$ cat src/rtl/lcd_pkg.sv
// Shared types, bit positions and init ROM for the HD44780 sequencer.
// Helper functions keep the timer load values and long-command decode in one place.
package lcd_pkg;

    typedef enum logic [2:0] {
        S_PWRUP,
        S_SETUP,
        S_PULSE,
        S_HOLD,
        S_WAIT,
        S_IDLE
    } lcd_state_e;

    localparam int LCD_ON = 31;
    localparam int LCD_EN = 10;
    localparam int LCD_RS = 9;
    localparam int LCD_RW = 8;

    localparam int INIT_LEN = 6;
    localparam logic [7:0] INIT_SEQ [INIT_LEN] = '{8'h38, 8'h38, 8'h38, 8'h0C, 8'h01, 8'h06};

    // Clear display / return home variants need the long busy wait
    localparam int LONG_LEN = 3;
    localparam logic [7:0] LONG_CMDS [LONG_LEN] = '{8'h01, 8'h02, 8'h03};

    function automatic int unsigned cyc_min1(input int unsigned n);
        return (n == 0) ? 32'd1 : n;
    endfunction

    function automatic int unsigned max_u(input int unsigned a, input int unsigned b);
        return (a > b) ? a : b;
    endfunction

    function automatic logic is_long_cmd(input logic rs, input logic [7:0] data);
        logic hit;
        hit = 1'b0;
        for (int i = 0; i < LONG_LEN; i++) begin
            if (data == LONG_CMDS[i]) hit = 1'b1;
        end
        return hit && !rs;
    endfunction

    function automatic logic [7:0] init_byte(input logic [2:0] idx);
        logic [7:0] b;
        b = 8'h00;
        for (int i = 0; i < INIT_LEN; i++) begin
            if (idx == 3'(i)) b = INIT_SEQ[i];
        end
        return b;
    endfunction

endpackage

$ cat src/rtl/lcd_ctrl_timer.sv
// Shared down-counter: a load of N keeps the owning state for N cycles.
// Saturates at zero; expired while the count is 1 (or 0).
module lcd_timer #(
    parameter int          W       = 8,
    parameter logic [W-1:0] RST_VAL = '0
) (
    input  logic         i_clk,
    input  logic         i_rst,
    input  logic         i_load,
    input  logic [W-1:0] i_value,
    output logic         o_expired
);

    logic [W-1:0] cnt_q;
    logic [W-1:0] cnt_d;

    always_comb begin
        cnt_d = cnt_q;
        if (i_load) begin
            cnt_d = i_value;
        end else if (cnt_q != '0) begin
            cnt_d = cnt_q - 1'b1;
        end
    end

    always_ff @(posedge i_clk or posedge i_rst) begin
        if (i_rst) cnt_q <= RST_VAL;
        else       cnt_q <= cnt_d;
    end

    assign o_expired = (cnt_q <= W'(1));

endmodule

$ cat src/rtl/lcd_ctrl.sv
// HD44780 write sequencer: power-up init, then timed command/data writes
// accepted over a valid/ready handshake and driven onto the board LCD word.
//
// state   | meaning
// S_PWRUP | post-reset power-up delay
// S_SETUP | RS/DATA stable, EN low
// S_PULSE | EN high
// S_HOLD  | EN low, RS/DATA held
// S_WAIT  | controller execution time (long for clear/home)
// S_IDLE  | ready for a byte
module lcd_ctrl
    import lcd_pkg::*;
#(
    parameter int unsigned PWRUP_CYC = 750000,
    parameter int unsigned SETUP_CYC = 4,
    parameter int unsigned PULSE_CYC = 25,
    parameter int unsigned HOLD_CYC  = 4,
    parameter int unsigned EXEC_CYC  = 2500,
    parameter int unsigned LONG_CYC  = 100000
) (
    input  logic        i_clk,
    input  logic        i_rst,
    input  logic        i_wr_vld,
    input  logic        i_wr_rs,
    input  logic [7:0]  i_wr_data,
    output logic        o_wr_rdy,
    output logic        o_init_done,
    output logic [31:0] o_io_lcd
);

    localparam int unsigned MAX_CYC = max_u(max_u(max_u(cyc_min1(PWRUP_CYC), cyc_min1(SETUP_CYC)),
                                                  max_u(cyc_min1(PULSE_CYC), cyc_min1(HOLD_CYC))),
                                            max_u(cyc_min1(EXEC_CYC), cyc_min1(LONG_CYC)));
    localparam int TW = $clog2(MAX_CYC) + 1;

    localparam logic [TW-1:0] T_PWRUP = TW'(cyc_min1(PWRUP_CYC));
    localparam logic [TW-1:0] T_SETUP = TW'(cyc_min1(SETUP_CYC));
    localparam logic [TW-1:0] T_PULSE = TW'(cyc_min1(PULSE_CYC));
    localparam logic [TW-1:0] T_HOLD  = TW'(cyc_min1(HOLD_CYC));
    localparam logic [TW-1:0] T_EXEC  = TW'(cyc_min1(EXEC_CYC));
    localparam logic [TW-1:0] T_LONG  = TW'(cyc_min1(LONG_CYC));
    localparam logic [2:0]    LAST_IDX = 3'(INIT_LEN - 1);

    lcd_state_e    state_q, state_d;
    logic          tmr_load;
    logic [TW-1:0] tmr_val;
    logic          tmr_exp;
    logic          accept;

    logic          on_q, on_d;
    logic          en_q, en_d;
    logic          rs_q, rs_d;
    logic [7:0]    data_q, data_d;
    logic          rdy_q, rdy_d;
    logic          done_q, done_d;
    logic [2:0]    idx_q, idx_d;

    lcd_timer #(
        .W       (TW),
        .RST_VAL (T_PWRUP)
    ) u_timer (
        .i_clk     (i_clk),
        .i_rst     (i_rst),
        .i_load    (tmr_load),
        .i_value   (tmr_val),
        .o_expired (tmr_exp)
    );

    assign accept = (state_q == S_IDLE) && rdy_q && i_wr_vld;

    always_ff @(posedge i_clk or posedge i_rst) begin
        if (i_rst) state_q <= S_PWRUP;
        else       state_q <= state_d;
    end

    always_comb begin
        state_d  = state_q;
        tmr_load = 1'b0;
        tmr_val  = T_SETUP;
        unique case (state_q)
            S_PWRUP: if (tmr_exp) begin
                state_d  = S_SETUP;
                tmr_load = 1'b1;
                tmr_val  = T_SETUP;
            end
            S_SETUP: if (tmr_exp) begin
                state_d  = S_PULSE;
                tmr_load = 1'b1;
                tmr_val  = T_PULSE;
            end
            S_PULSE: if (tmr_exp) begin
                state_d  = S_HOLD;
                tmr_load = 1'b1;
                tmr_val  = T_HOLD;
            end
            S_HOLD: if (tmr_exp) begin
                state_d  = S_WAIT;
                tmr_load = 1'b1;
                tmr_val  = is_long_cmd(rs_q, data_q) ? T_LONG : T_EXEC;
            end
            S_WAIT: if (tmr_exp) begin
                if (idx_q < LAST_IDX) begin
                    state_d  = S_SETUP;
                    tmr_load = 1'b1;
                    tmr_val  = T_SETUP;
                end else begin
                    state_d = S_IDLE;
                end
            end
            S_IDLE: if (accept) begin
                state_d  = S_SETUP;
                tmr_load = 1'b1;
                tmr_val  = T_SETUP;
            end
            default: state_d = S_PWRUP;
        endcase
    end

    // Outputs are registered from the next state so they change with the state
    always_comb begin
        on_d   = 1'b1;
        en_d   = (state_d == S_PULSE);
        rdy_d  = (state_d == S_IDLE);
        done_d = done_q;
        rs_d   = rs_q;
        data_d = data_q;
        idx_d  = idx_q;
        if (state_q == S_PWRUP && tmr_exp) begin
            rs_d   = 1'b0;
            data_d = init_byte(3'd0);
        end else if (state_q == S_WAIT && tmr_exp) begin
            if (idx_q < LAST_IDX) begin
                idx_d  = idx_q + 3'd1;
                rs_d   = 1'b0;
                data_d = init_byte(idx_q + 3'd1);
            end else begin
                done_d = 1'b1;
            end
        end else if (accept) begin
            rs_d   = i_wr_rs;
            data_d = i_wr_data;
        end
    end

    always_ff @(posedge i_clk or posedge i_rst) begin
        if (i_rst) begin
            on_q   <= 1'b0;
            en_q   <= 1'b0;
            rs_q   <= 1'b0;
            data_q <= 8'h00;
            rdy_q  <= 1'b0;
            done_q <= 1'b0;
            idx_q  <= 3'd0;
        end else begin
            on_q   <= on_d;
            en_q   <= en_d;
            rs_q   <= rs_d;
            data_q <= data_d;
            rdy_q  <= rdy_d;
            done_q <= done_d;
            idx_q  <= idx_d;
        end
    end

    always_comb begin
        o_io_lcd         = 32'h0;
        o_io_lcd[LCD_ON] = on_q;
        o_io_lcd[LCD_EN] = en_q;
        o_io_lcd[LCD_RS] = rs_q;
        o_io_lcd[LCD_RW] = 1'b0;
        o_io_lcd[7:0]    = data_q;
    end

    assign o_wr_rdy    = rdy_q;
    assign o_init_done = done_q;

endmodule

$ cat config.mk
export PLATFORM = sky130hd
export DESIGN_NAME = lcd_ctrl
export DESIGN_NICKNAME = d
export VERILOG_FILES = /design/src/rtl/lcd_pkg.sv /design/src/rtl/lcd_ctrl_timer.sv /design/src/rtl/lcd_ctrl.sv
export SDC_FILE = /design/constraint.sdc
export NUM_CORES = 1
export LEC_CHECK = 0
export CAP_MARGIN = 20
export CORE_ASPECT_RATIO = 1.1
export CORE_UTILIZATION = 35
export DETAILED_ROUTE_END_ITERATION = 8
export GPL_TIMING_DRIVEN = 0
export PLACE_DENSITY_LB_ADDON = 0.1
export SYNTH_ARGS = -nofsm -noshare
export SYNTH_HDL_FRONTEND = slang
export SYNTH_SLANG_ARGS = --single-unit
$ cat constraint.sdc
create_clock -name i_clk -period 3.35 [get_ports i_clk]
set_clock_uncertainty 0.2 [all_clocks]
set_input_delay 0.335 -clock i_clk [delete_from_list [all_inputs] [get_ports i_clk]]
set_output_delay 0.335 -clock i_clk [all_outputs]
set_load 0.005 [all_outputs]
== Word-level counts from Yosys, hierarchy flattened ==
Index checks and enable logic that the tools add are counted.
Widths: inputs -> output; s select.

* Register bits: 40
* Bits of input ports: 12
* Output and inout bits: 34
* Logic and storage cells: 84

* Add/sub/neg operators: 2
* Order comparisons: 2
* Equal/unequal tests: 16
* Mux-type cells: 38
* Bitwise logic cells: 2
* Reduce and logical (&&, ||, !) cells: 15

{| class="wikitable"
|+ Operator list
! cell !! number
|-
| $mux 8 || 9
|-
| $mux 21 || 2
|-
| $mux 17 || 2
|-
| $pmux 17 s2 || 1
|-
| $le 21x1->1 const B || 1
|-
| $mux 3 || 7
|-
| $reduce_bool 21->1 || 1
|-
| $sub 21x1->21 const B || 1
|-
| $pmux 3 s6 || 1
|-
| $eq 8x2->1 const B || 2
|-
| $eq 3x2->1 const B || 5
|-
| $eq 3x3->1 const B || 5
|-
| $mux 1 || 13
|-
| $eq 8x1->1 const B || 1
|-
| $eq 3x1->1 const B || 2
|-
| $logic_not 3->1 || 2
|-
| $mux 6 || 1
|-
| $reduce_and 3->1 || 2
|-
| $logic_and 1x1->1 || 5
|-
| $mux 5 || 1
|-
| $reduce_or 4->1 || 1
|-
| $add 3x1->3 const B || 1
|-
| $lt 3x3->1 const B || 1
|-
| $ne 3x3->1 const B || 1
|-
| other kinds (6) || 7
|}

== Longest topological paths before layout ==
Gate-level depths: netlist of the first run.

* Depth in word-level cells: 11
* Depth in mapped cells: 8

== Modules after synthesis ==
From an unflattened synthesis of the first run, not the netlist that was laid out.

* Cell total of the unflattened synthesis: 302
* Area total of the unflattened synthesis: 2688.8 µm²

{| class="wikitable"
|+ Modules (own cells, without submodules)
! module !! instances !! cells an instance !! area an instance (µm²)
|-
| lcd_timer || 1 || 164 || 1418.9
|-
| lcd_ctrl || 1 || 138 || 1270.0
|}

== Worst setup path before layout of the first run ==
No wires, ideal clock.

* Kind: reg2reg
* From: register u_timer.cnt_q[2]
* To: register data_q[0]
* Arrival time: 1830 ps
* Data required time: 3025 ps
* Slack: 1195 ps
* Stages on the path, launching flop included: 6
* Buffers on the path: 0
* Clock period less this slack: 2155 ps
* Path through: dfrtp_1 > nor4_4 > nand4_4 > nor3_2 > mux2_1 > mux2_4

* Longest elaborated chain between the ends: 4
* Elaborated cells on any way between the ends: 8
* Those cells by class: 1 x order compare; 1 x eq/ne; 2 x mux; 4 x reduce/logical

{| class="wikitable"
|+ RTL lines
! what !! RTL line !! text
|-
| start: declaration || lcd_ctrl_timer.sv:14 || <nowiki>logic [W-1:0] cnt_q;</nowiki>
|-
| start signal: assignment || lcd_ctrl_timer.sv:28 || <nowiki>else cnt_q <= cnt_d;</nowiki>
|-
| $le 21x1->1 (*) || lcd_ctrl_timer.sv:31 || <nowiki>assign o_expired = (cnt_q <= W'(1));</nowiki>
|-
| $logic_and 1x1->1 (on tied branches) || lcd_ctrl.sv:128, lcd_ctrl.sv:131 ||
|-
| $ne 3x3->1 (no source line), or another cell as far along || n/a ||
|-
| $reduce_and 2->1 (no source line) / $mux 8 (equally long branches) || n/a ||
|-
| end signal: assignment || lcd_ctrl.sv:158 || <nowiki>data_q <= data_d;</nowiki>
|-
| end: declaration || lcd_ctrl.sv:53 || <nowiki>logic [7:0] data_q, data_d;</nowiki>
|}

Mark *: on every way between the ends. The rest lies on a longest branch, timed or not.
A chain may end at the register's enable or synchronous reset.

== Final worst setup path of the first run ==
* From: register u_timer.cnt_q[9]
* To: register u_timer.cnt_q[8]

* Longest elaborated chain between the ends: 4
* Elaborated cells on any way between the ends: 9
* Those cells by class: 1 x order compare; 6 x mux; 2 x reduce/logical

{| class="wikitable"
|+ RTL lines
! what !! RTL line !! text
|-
| $le 21x1->1 || lcd_ctrl_timer.sv:31 ||
|-
| $mux 1, or another cell as far along || lcd_ctrl.sv:101 || <nowiki>S_WAIT: if (tmr_exp) begin</nowiki>
|-
| $pmux 1 s3 / $pmux 17 s2 (equally long branches) || lcd_ctrl.sv:80 || <nowiki>unique case (state_q)</nowiki>
|-
| $mux 21 / $reduce_bool 2->1 (equally long branches) || n/a ||
|}

Several ways; a longest one is shown, not always the timed one.

==> impl_metrics.tcl, run 1 <==
set metrics [dict create \
    drv_cap 0 \
    worst_r2r_endpoint "u_timer.cnt_q[8]$_DFFE_PP1P_" \
    antenna_found_initial 0 \
    drv_slew 0 \
    synthMuxAreaShare 0.0304 \
    met2_usage 0.259 \
    layout_min_cycle_time_ns 2.58 \
    io_pins 46 \
    leakagePower_nw 1.48 \
    fin_crit_sh 0.771 \
    gr-usage-met3 0.0315 \
    hold_class "input port to asynchronous set/reset pin" \
    status "finished with violations" \
    final_area_mm2 0.00313 \
    die_area_mm2 0.00774 \
    cts_root_buffer "clkbuf_8" \
    fin_util 0.442 \
    synthToLayoutAreaGrowth_pct 20.9 \
    use_met1 0.195 \
    synthCells 267 \
    cts_hold_buf 0 \
    synth_edf_count 0 \
    grt_max_degree 41 \
    violations "design-rule violations" \
    h-tree-depth 2 \
    layout_commonest_cell "dfrtp_1" \
    io_buffers 24 \
    yosys.area_share.simple 0.239 \
    post_drt_wl_per_cell_um 13.8 \
    die_x_um 84 \
    cts_resized 0 \
    synth-async-reset-ratio 1.00 \
    postCtsSetupRepairBufs 0 \
    synth_compound_area_frac 0.131 \
    end_kind "flop" \
    startpoint_type "flop" \
    synth_top_family_by_area "simple AND/OR/NAND/NOR gates" \
    vias_per_cell 4.92 \
    grt_pass1_vias 1927 \
    routed_wl_um 5600 \
    hold_ws_ns 0.191 \
    synthAdderAreaFrac 0.0387 \
    postRouteAntennaNets 0 \
    dp_hpwl_um 4010 \
    groute.usage.overall 0.154 \
    netlist_area_mm2 0.00259 \
    cp_max_fo 10 \
    cts_tree "built" \
    yosysUniqueCellTypes 59 \
    tightest_slew_ns 0.892 \
    ys_warn_count 0 \
    ir_drop_mv 0.165 \
    cts_buffers 5 \
    clock_latency_ns 0.30 \
    rows 32 \
    clock_path_buffers 2 \
    cp.required_ns 3.38 \
    p_per_area_mw_per_mm2 292 \
    drive_gt1_frac 0.209 \
    drc_errors 2 \
    fin_setup_tns_ns 0 \
    hold_viol 0 \
    nets 339 \
    fmaxAchievable_ghz 0.387 \
    setup_viol 0 \
    start_util 0.365 \
    drt_iter0_drc 72 \
    worst_r2r_path_depth 6 \
    timing.rr.start "u_timer.cnt_q[9]$_DFFE_PP0P_" \
    crit_type "flop to flop" \
    firstDrtPassIters 7 \
    clk_pin_slew_worst_paths_ns 0.08 \
    synthXorXnorAreaFrac 0.0643 \
    rsz0062_at_grt "false" \
    vias 1993 \
    crit_arrival_ns 2.62 \
    synth-seq-area-share 0.391 \
    grt_pass1_wl_um 9340 \
    avgSynthCellArea_um2 9.70 \
    dpl-instance-area_mm2 0.00304 \
    routabilityCongestion 0.785 \
    core_mm2 0.00709 \
    synth-seq-cells 40 \
    rrSetupSlack_ns 0.77 \
    gr-total-overflow 0 \
    relSlewSlack 0.404 \
    dieHeight_um 92.2 \
    cts.sinks 40 \
    final_cell_mix "dfrtp_1, nor2_1, buf_4, clkdlybuf4s50_1, conb_1" \
    top_usage_layer "met2" \
    yosys_most_used_dff "dfrtp_1" \
    diodes 0 \
]
==> final cells by class <==
type,instances,area [um2]
Buffer,33,234
Clock buffer,6,82.6
Clock inverter,2,10.0
Fill cell,690,3960
Inverter,8,30.0
Multi-Input combinational cell,206,1390
Sequential cell,40,1010
Tap cell,85,106
Timing Repair Buffer,25,268
==> flip-flops by register name, indices dropped and copies added (netlist names) <==
signal	flops
data_q	8
u_timer.cnt_q	21
state_q	3
o_wr_rdy	1
rs_q	1
en_q	1
idx_q	3
o_init_done	1
on_q	1
==> kinds of logic (layout without fill, tap and decap cells) <==
kind of cell,Yosys count,in the layout
and+or+nand+nor,102,102
DFF,40,40
buffers and inverters,41,74
xor gates and xnor gates,19,19
AOI/OAI and AO/OA,48,48
adders and majority gates,8,8
other,2,22
muxes,7,7
==> report_power, final <==
part | internal [mW] | switching, mW | leakage [nW]
Sequential | 0.489 | 0.00424 | 0.476
Clock | 0.165 | 0.185 | 0.0510
Combinational | 0.0445 | 0.0276 | 0.957
Total | 0.698 | 0.217 | 1.48
==> routing by layer <==
| layer | vias to the layer above | share of wire |
|---|---|---|
| met5 | - | 0 |
| met4 | 0 | 0.015 |
| met3 | 7 | 0.038 |
| met2 | 46 | 0.48 |
| met1 | 941 | 0.46 |
| li1 | 999 | - |
==> critical path, stage by stage (launching register included) <==
cell	delay, ns
dfrtp_1	0.43
nor4_4	0.46
nand2_2	0.22
buf_2	0.25
nor4b_1	0.74
a21oi_1	0.08
nor2_1	0.12
==> worst max-delay path by stage <==
stage / start / to / slack [ns] / cells after the start
global route: u_timer.cnt_q[9]$_DFFE_PP0P_ / u_timer.cnt_q[8]$_DFFE_PP1P_ / 0.50 / 6
floorplan: u_timer.cnt_q[2]$_DFFE_PP0P_ / data_q[0]$_DFFE_PP0P_ / 1.19 / 5
finish: u_timer.cnt_q[9]$_DFFE_PP0P_ / u_timer.cnt_q[8]$_DFFE_PP1P_ / 0.77 / 6
CTS: u_timer.cnt_q[9]$_DFFE_PP0P_ / u_timer.cnt_q[6]$_DFFE_PP0P_ / 0.74 / 6
global placement: u_timer.cnt_q[9]$_DFFE_PP0P_ / u_timer.cnt_q[6]$_DFFE_PP0P_ / 0.79 / 6
detailed placement: u_timer.cnt_q[9]$_DFFE_PP0P_ / u_timer.cnt_q[6]$_DFFE_PP0P_ / 0.76 / 6
==> metrics by stage <==
| stage | power [mW] | setup slack (ns) | std cells |
|---|---|---|---|
| CTS | 0.925 | 0.743 | 405 |
| finish | 0.915 | 0.766 | 405 |
| floorplan | 0.540 | 1.19 | 287 |
| detailed placement | 0.575 | 0.760 | 397 |
| global placement | 0.570 | 0.793 | 396 |
| global route | 0.952 | 0.504 | 405 |
==> synth_stat cells, types with 2 or more instances <==
library cell  instances  area, um2
nor2b_1               2       12.5
inv_1                 8       30.0
dfrtp_1              30        751
o211ai_1              4       30.0
xor2_1               11       96.3
clkbuf_1              3       11.3
buf_6                 2       22.5
xnor2_1               8       70.1
buf_4                24        180
nor3_2                2       20.0
nand3_1               8       40.0
mux2i_1               3       30.0
o31ai_1               3       22.5
mux2_1                3       33.8
nor2_1               27        101
o21ai_0               2       10.0
and3_1                3       18.8
a31oi_1               2       12.5
buf_2                 4       20.0
dfstp_2              10        263
conb_1                2       7.51
nor4_4                3       63.8
nand3b_1              2       15.0
nor4_2                3       37.5
nor3_1                4       20.0
nand2_1              19       71.3
nand4_1               5       31.3
ha_1                  8        100
nand2b_1              5       31.3
o21ai_1               7       35.0
and2_1                2       12.5
a21oi_1              17       85.1
nor4b_1               2       17.5
nor3b_1               2       15.0
nor4_1                3       18.8
Power figures use the tool's default switching activity.
==> run 2, diff against run 1 <==
clock period = 2.35 ns   (was 3.35 ns; I/O delays follow)
==> run 2 against run 1 <==
  * The run still ends with design-rule violations left
  * Maximum frequency grew 13%
  * Sequential share of layout area decreased by 1.5 points
  * Die area did not move
  * Clock power is 43% higher
  * Global-route usage hardly changed
  * Utilization is 2.3 points higher
  * Sequential power increased by 43%
  * Setup slack got worse by 0.70 ns
  * Sequential cell count is the same
==> impl_metrics.tcl, run 2 (same netlist as run 1, synthesis figures left out) <==
set metrics [dict create \
    hold_viol 0 \
    clock_latency_ns 0.30 \
    leakagePower_nw 1.53 \
    worst_r2r_path_depth 5 \
    violations "design-rule violations" \
    h-tree-depth 2 \
    crit_arrival_ns 2.27 \
    largest_reg_flops 21 \
    start_util 0.365 \
    postRouteAntennaNets 0 \
    ir_drop_mv 0.228 \
    final_cell_mix "buf_4, dfrtp_1, nor2_1, clkdlybuf4s50_1, conb_1" \
    io_pins 46 \
    post_drt_wl_per_cell_um 13.7 \
    cts_root_buffer "clkbuf_8" \
    place_inst 397 \
    routabilityCongestion 0.785 \
    drive_gt1_frac 0.252 \
    die_area_mm2 0.00774 \
    p_per_area_mw_per_mm2 396 \
    startpoint_type "flop" \
    rrSetupSlack_ns 0.07 \
    power_mw 1.30 \
    vias 2033 \
    clk_pin_slew_worst_paths_ns 0.09 \
    diodes 0 \
    drv_slew 0 \
    die_x_um 84 \
    vias_per_cell 4.90 \
    worst_r2r_endpoint "data_q[0]$_DFFE_PP0P_" \
    cpPeakStageDelay_ns 0.49 \
    core_mm2 0.00709 \
    cp_max_fo 8 \
    cts.sinks 40 \
    grt_pass1_wl_um 9360 \
    reg.largest.list "u_timer.cnt_q: 21 flops, data_q: 8 flops" \
    crit_type "flop to flop" \
    synthToLayoutAreaGrowth_pct 27.2 \
    rsz0062_at_grt "true" \
    status "finished with violations" \
    crit_slowest_cell "dfrtp_2" \
    drc_errors 2 \
    gr-total-overflow 0 \
    top_register "u_timer.cnt_q" \
    groute.usage.overall 0.154 \
    clock_path_buffers 2 \
    grt_pass1_vias 1924 \
    hold_class "input port to asynchronous set/reset pin" \
    dp_hpwl_um 4010 \
    cts_tree "built" \
    cts_buffers 5 \
    drv_cap 0 \
    end_kind "flop" \
    antenna_found_initial 0 \
    rows 32 \
    layout_min_cycle_time_ns 2.28 \
    setup_viol 0 \
    routed_wl_um 5680 \
    stdcell_count 415 \
    fin_crit_sh 0.972 \
    cp.required_ns 2.34 \
    grt_max_degree 41 \
    fmaxAchievable_ghz 0.438 \
    dieHeight_um 92.2 \
    cts_hold_buf 0 \
    io_buffers 24 \
    timing.rr.start "u_timer.cnt_q[2]$_DFFE_PP0P_" \
    drt_iter0_drc 71 \
    nets 349 \
    crit_chain "nor4_4 > nand4_4 > nor3_4 > mux2_1 > mux2_4" \
    firstDrtPassIters 6 \
    layout_commonest_cell "buf_4" \
]
==> run 2: area by class of cell <==
class	instances	area, um2
Fill cell	683	3790
Multi-Input combinational cell	206	1450
Sequential cell	40	1020
Timing Repair Buffer	35	355
Buffer	33	241
Tap cell	85	106
Clock buffer	6	82.6
Inverter	8	30.0
Clock inverter	2	10.0
==> run 2: worst max path at each step <==
stage | startpoint | to | slack [ns] | cells after the start
after detailed placement | u_timer.cnt_q[9]$_DFFE_PP0P_ | u_timer.cnt_q[6]$_DFFE_PP0P_ | -0.24 | 6
after CTS | u_timer.cnt_q[12]$_DFFE_PP1P_ | u_timer.cnt_q[9]$_DFFE_PP0P_ | 0.002 | 6
final | u_timer.cnt_q[2]$_DFFE_PP0P_ | data_q[0]$_DFFE_PP0P_ | 0.07 | 5
after global routing | u_timer.cnt_q[9]$_DFFE_PP0P_ | u_timer.cnt_q[9]$_DFFE_PP0P_ | -0.03 | 7
after floorplan | u_timer.cnt_q[2]$_DFFE_PP0P_ | data_q[0]$_DFFE_PP0P_ | 0.19 | 5
after global placement | u_timer.cnt_q[9]$_DFFE_PP0P_ | u_timer.cnt_q[6]$_DFFE_PP0P_ | -0.21 | 6
==> run 2: stage by stage <==
step                cell area, um2  worst slack, ns  utilization  hold WS (ns)  setup TNS (ns)
global route                  3290          -0.0296        0.465         0.112          -0.250
detailed placement            3040           -0.240        0.429         0.246           -2.53
global placement              3010           -0.207        0.425         0.246           -2.37
finish                        3290           0.0666        0.465        0.0905               0
CTS                           3200          0.00242        0.452        0.0951               0
floorplan                     2660            0.195            -         0.175               0
==> run 2: where the power goes <==
group          internal, mW  total (mW)  switching, mW
registers             0.696       0.703        0.00611
clock network         0.235       0.499          0.264
logic                0.0635       0.103         0.0393
total                 0.995        1.30          0.310
==> run 2: repair_timing <==
action,4_1_cts,5_1_grt
gates resized for setup,7,9
setup endpoints to repair,21,22
setup buffers,3,7
pin swaps,2,5
==> run 2: critical path, delay by kind of cell (launching register included) <==
| family | cells | cell delay, ns |
|---|---|---|
| and+or+nand+nor | 3 | 0.87 |
| muxes | 2 | 0.62 |
| DFF | 1 | 0.49 |
==> run 2: layer usage <==
layer,wire [um],part of all wire,GRT usage
met1,2590,0.46,0.196
met5,0,0,0
met3,160,0.028,0.0297
met4,62,0.011,0.0474
met2,2870,0.50,0.264
==> run 3, diff against run 2 <==
GPL_ROUTABILITY_DRIVEN = 0   (was unset)
==> results of run 3 <==
The final DEF is identical to that of run 2; final timing and power are the same.
==> RTL edit 1 (flow settings as in run 3) <==
Change the parameter `PULSE_CYC` from 25 to 50.
--- a/src/rtl/lcd_ctrl.sv
+++ b/src/rtl/lcd_ctrl.sv
@@ -15,3 +15,3 @@
     parameter int unsigned SETUP_CYC = 4,
-    parameter int unsigned PULSE_CYC = 25,
+    parameter int unsigned PULSE_CYC = 50,
     parameter int unsigned HOLD_CYC  = 4,
Formal check against the unedited RTL: same outputs for any inputs over 10 cycles, from zero or initial values and one cycle with i_rst high; that may be too few to reach the edited logic, so the function may still have changed.
==> RTL edit 1 against run 3 <==
  * Final area up 0.38%
  * Critical path type unchanged
  * Cell count up 1.4%
  * Wire length up 9.6%
  * Worst setup slack worse by 0.0088 ns
  * Power up 4.0%
  * Global-route usage up 1.3 points
  * Worst hold slack worse by 0.039 ns
  * Non-clock buffer count down 2
  * Largest cell class unchanged
  * Sequential cell count unchanged
  * Sequential share of layout area down 0.079 points
  * Synthesized area down 0.29%
  * Synthesized cell count up 3.0%
==> RTL edit 1: results (changes against run 3) <==
| Metric | Value |
|---|---|
| Hold crit path type | primary input to asynchronous set/reset pin |
| Metal-1 WL | 2830 um (+9.3%) |
| Sequential-to-total area share from yosys stat | 39.3% (+0.11 points) |
| Reg2Reg Depth | 6 (+1) |
| Crit path DAT | 2.29 ns (+0.02 ns) |
| XOR/XNOR Fraction of Synth Area | 5.43% (-1.0 points) |
| Met3 usage | 3.06% (+0.090 points) |
| Mux contribution to synthesized area | 3.49% (+0.45 points) |
| Outcome | finished, final reports clean |
| Area fraction in compound gates after synthesis | 16.4% (+3.3 points) |
| Initial drt markers | 74 (+4.2%) |
| Fin crit period | 2.29 ns (+0.00877 ns) |
| FF-to-FF setup slack | between 0.05 and 0.06 ns |
| First-pass GRT wire length | 10200 um (+8.5%) |
| Maximum vdd drop | 201 uV (-12%) |
| Synth unique cells | 51 (-14%) |
| CTS Hold Buffers Added | 0 (unchanged) |
| Tot GR Track Use | 16.7% (+1.3 points) |
| Non-filler cells, final | 421 (+1.4%) |
| Placed insts | 405 (+2.0%) |
| Met3 WL | 180 um (+13%) |
| Critical-path maximum fanout | 5 (-3) |
| RR Endpoint | data_q[2]$_DFFE_PP0P_ |
| Post-Synthesis Cells | 275 (+3.0%) |
| Top cells by count, synth | dfrtp_1, buf_4, a21oi_1, nor2_1, nand3_1 |
| Top sig layer | met4 |
| Met1 usage | 20.7% (+1.1 points) |
| Reg2reg start | u_timer.cnt_q[11]$_DFFE_PP0P_ |
| Clk power | 574 uW (+15%) |
| Cell family with most CP delay | simple AND/OR/NAND/NOR gates |
| # fillers | 717 (+5.0%) |
| Clock Tree Buf Depth | 2 (unchanged) |
| Final WL | 6220 um (+9.6%) |
| Routed wire length on met2 | 3060 um (+6.9%) |
| Slowest stage delay, CP | 0.45 ns (-0.04 ns) |
| Syn. warnings | 0 (unchanged) |
| Placement Setup Slack | -0.328 ns (-0.0880 ns) |
| Flop pwr share | 51.1% (-2.8 points) |
| Leak Pwr | 0.00145 uW (-5.3%) |
| Pwr/cell area | 411 nW/um2 (+3.6%) |
| Final Cell Area | 3300 um2 (+0.38%) |
| Largest net degree at the start of global routing | 23 (-44%) |
| Grt met2 use | 28.8% (+2.4 points) |
| Share of layout cells above drive strength 1 | 27.4% (+2.2 points) |
| WHS | 0.0512 ns (-0.0394 ns) |
| Internal power component | 1060 uW (+6.7%) |
| DP Area | 3030 um2 (-0.25%) |
| Synth Area in Adders | 3.88% (+0.011 points) |
| Synth top area cells | dfrtp_1, dfstp_2, buf_4 |
| Post-DP HPWL | 4390 um (+9.4%) |
| DR pass1 iterations | 4 (-2) |
| Resize count post-CTS | 10 (+3) |
| Layout Nets | 355 (+1.7%) |
| Via count | 2126 (+4.6%) |
| Postcts setup bufs | 5 (+2) |
[RTL edit 1: cell count changes after synthesis, sizes merged, moves of 4 or more]
cell	before	now
nand3	8	16
xor2	11	5
nor3	6	10
nor2	28	20
nand2	20	12
mux2	4	8
nor4	9	5
inv	8	12
[RTL edit 1: final cells by class]
| cell class | instances | area share [%] |
|---|---|---|
| multi-input cells | 209 | 43.9 |
| flip-flops and latches | 40 | 30.8 |
| repair buffers | 34 | 10.6 |
| plain buffers | 32 | 6.74 |
| well taps | 85 | 3.22 |
| clock buffers | 6 | 2.20 |
| inverters | 13 | 1.48 |
| clock inverters | 2 | 1.06 |
[RTL edit 1: worst register-to-register path, delay by kind of cell, from the launching register on]
family                 cells  cell delay [ns]
buffers and inverters      1             0.16
DFF                        1             0.45
muxes                      2             0.58
and+or+nand+nor            3             0.79
==> RTL edit 2 (settings of run 3) <==
Made on the original files. Make the reset (`i_rst`) synchronous in 3 clocked blocks.
--- a/src/rtl/lcd_ctrl_timer.sv
+++ b/src/rtl/lcd_ctrl_timer.sv
@@ -25,3 +25,3 @@
 
-    always_ff @(posedge i_clk or posedge i_rst) begin
+    always_ff @(posedge i_clk) begin
         if (i_rst) cnt_q <= RST_VAL;
--- a/src/rtl/lcd_ctrl.sv
+++ b/src/rtl/lcd_ctrl.sv
@@ -70,3 +70,3 @@
 
-    always_ff @(posedge i_clk or posedge i_rst) begin
+    always_ff @(posedge i_clk) begin
         if (i_rst) state_q <= S_PWRUP;
@@ -144,3 +144,3 @@
 
-    always_ff @(posedge i_clk or posedge i_rst) begin
+    always_ff @(posedge i_clk) begin
         if (i_rst) begin
Formal check against the unedited RTL: differs if i_rst is asserted again (counterexample within 4 cycles, from zero or initial values and one cycle with i_rst high); with i_rst held inactive, the same outputs for 10 cycles.
==> RTL edit 2 against run 3 <==
  * Synthesized cell count is 9.0% higher
  * Largest power group unchanged
  * Clock power is 4.8% lower
  * Non-clock buffer count is 24 higher
  * Sequential share of layout area is 8.0 points lower
  * Wire length is 18% higher
  * Critical path type unchanged
  * Largest cell class unchanged
  * Sequential cell count stayed put
  * The flow finishes with violations (setup timing)
  * Die area is 5.5% lower
  * Core utilization is 6.9 points higher
  * Power is 5.5% higher
  * Final area is 8.1% higher
  * Worst hold slack better by 0.19 ns
  * Synthesized area is 5.7% lower
  * Combinational power is 80% higher
  * Worst setup slack worse by 0.57 ns
==> RTL edit 2: results (changes against run 3) <==
| Metric | Value |
|---|---|
| Diode count | 0 (unchanged) |
| RR Endpoint | u_timer.cnt_q[10]$_SDFFE_PP0P_ |
| Syn. warnings | 0 (unchanged) |
| XOR/XNOR Fraction of Synth Area | 6.10% (-0.33 points) |
| Leak Pwr | 0.00140 uW (-8.8%) |
| Mux contribution to synthesized area | 0.820% (-2.2 points) |
| DR pass1 iterations | 4 (-2) |
| WHS Endpoint | data_q[2]$_SDFFE_PP0P_ |
| Asr flop ratio synth | 0% (-100 points) |
| Maximum vdd drop | 197 uV (-13%) |
| Setup Crit Path Kind | flip-flop to flip-flop |
| Critical-path maximum fanout | 7 (-1) |
| Share of layout cells above drive strength 1 | 34.7% (+9.6 points) |
| Crit path DAT | 2.86 ns (+0.59 ns) |
| Synth top area cells | dfxtp_1, buf_4, nor2_1 |
| Hold crit path type | flip-flop to flip-flop |
| Via count | 2355 (+16%) |
| Setup TNS Final | -12.67 ns (-12.67 ns) |
| Top cells by count, synth | dfxtp_1, nor2_1, nand2_1 |
| Sequential-to-total area share from yosys stat | 32.8% (-6.4 points) |
| Skew-Pair Late Insertion Delay | roughly 0.31 ns |
| # fillers | 657 (-3.8%) |
| Met3 usage | 3.54% (+0.57 points) |
| Outcome | complete, but fails checks |
| Met1 usage | 26.0% (+6.4 points) |
| Synth unique cells | 61 (+3.4%) |
| Initial antenna violation count | 0 (unchanged) |
| Setup WS post-layout | -0.503 ns (-0.569 ns) |
| Final setup viols | 38 (+38) |
| First-pass GRT wire length | 10800 um (+16%) |
| Critical path's slowest cell | or4_4 |
| Slew @ Worst Pin | 0.733 ns |
| Synth Area in Adders | 4.10% (+0.23 points) |
| Reg2Reg Depth | 8 (+3) |
| CP Launch Point | u_timer.cnt_q[13]$_SDFFE_PP1P_ |
| Vias in the first global route | 2174 (+13%) |
| Initial drt markers | 132 (+86%) |
| DP Area | 2900 um2 (-4.7%) |
| Layout Nets | 396 (+13%) |
| Met3 WL | 206 um (+29%) |
| Area fraction in compound gates after synthesis | 18.7% (+5.6 points) |
| Slew Limit Fails | 0 (unchanged) |
| Grt met2 use | 32.4% (+6.1 points) |
| Clk slew on worst S/H paths | 0.09 ns (about the same) |
| Port Buf Inserts | 24 (unchanged) |
| Tot GR Track Use | 19.8% (+4.4 points) |
| Failing checks | setup timing |
| Root Buffer | clkbuf_8 |
| H-tree depth | 2 (unchanged) |
| Largest net degree at the start of global routing | 14 (-66%) |
| Clock Tree Buf Depth | 2 (unchanged) |
| Top sig layer | met4 |
| Slowest stage delay, CP | 0.54 ns (+0.05 ns) |
| Metal-1 WL | 3030 um (+17%) |
| Wire per inst | 14.6 um (+6.8%) |
| Routed wire length on met2 | 3370 um (+17%) |
| Main synth FF type | dfxtp_1 |
| Cts bufs inserted | 5 (unchanged) |
| Post-DP HPWL | 4480 um (+12%) |
| Largest regs | u_timer.cnt_q (21), data_q (8) |
## RTL edit 2: cell types whose count changed in the layout (fill, tap and decap cells not counted), moves of 5 or more
| cell | before | now |
|---|---|---|
| buf_6 | 2 | 13 |
| dfrtp_1 | 28 | 0 |
| nand2_1 | 19 | 24 |
| buf_4 | 35 | 47 |
| nor3_1 | 4 | 12 |
| dfxtp_1 | 0 | 34 |
| dfstp_2 | 10 | 0 |
| nand3_1 | 8 | 2 |
## RTL edit 2: power by group
part / leakage, uW / switching [uW] / internal, uW
clock network: 0.0000479 / 268 / 207
logic: 0.00103 / 91.4 / 93.3
registers: 0.000323 / 21.6 / 695
## RTL edit 2: through the flow
stage	hold slack, ns	total power [uW]	setup slack (ns)	instances
after global placement	0.259	898	-0.748	417
after CTS	0.278	1380	-0.531	452
final	0.276	1380	-0.503	459
after floorplan	0.197	850	-0.407	311
after detailed placement	0.263	899	-0.779	417
after global routing	0.312	1450	-0.600	459
## RTL edit 2: repair_timing
| action | CTS | global route |
|---|---|---|
| cloned | 1 | 0 |
| gates resized for setup | 50 | 23 |
| pin swaps | 25 | 12 |
| endpoints found under the setup margin | 39 | 38 |
| buffers inserted | 26 | 10 |
## RTL edit 2: layout make-up
cell class	count	area (um2)	area share, %
plain buffers	33	268	7.53
clock buffers	5	68.8	1.93
clock inverters	3	18.8	0.528
inverters	5	21.3	0.598
multi-input cells	232	1700	47.8
flip-flops and latches	40	813	22.9
well taps	82	103	2.88
repair buffers	59	566	15.9
## RTL edit 2: worst max-delay path: cells and delay by family (launching register included)
kind | cells | cell delay [ns]
AND/OR/NAND/NOR | 5 | 1.65
flip-flops | 1 | 0.32
AO/OA/AOI/OAI | 1 | 0.32
buffers and inverters | 2 | 0.27
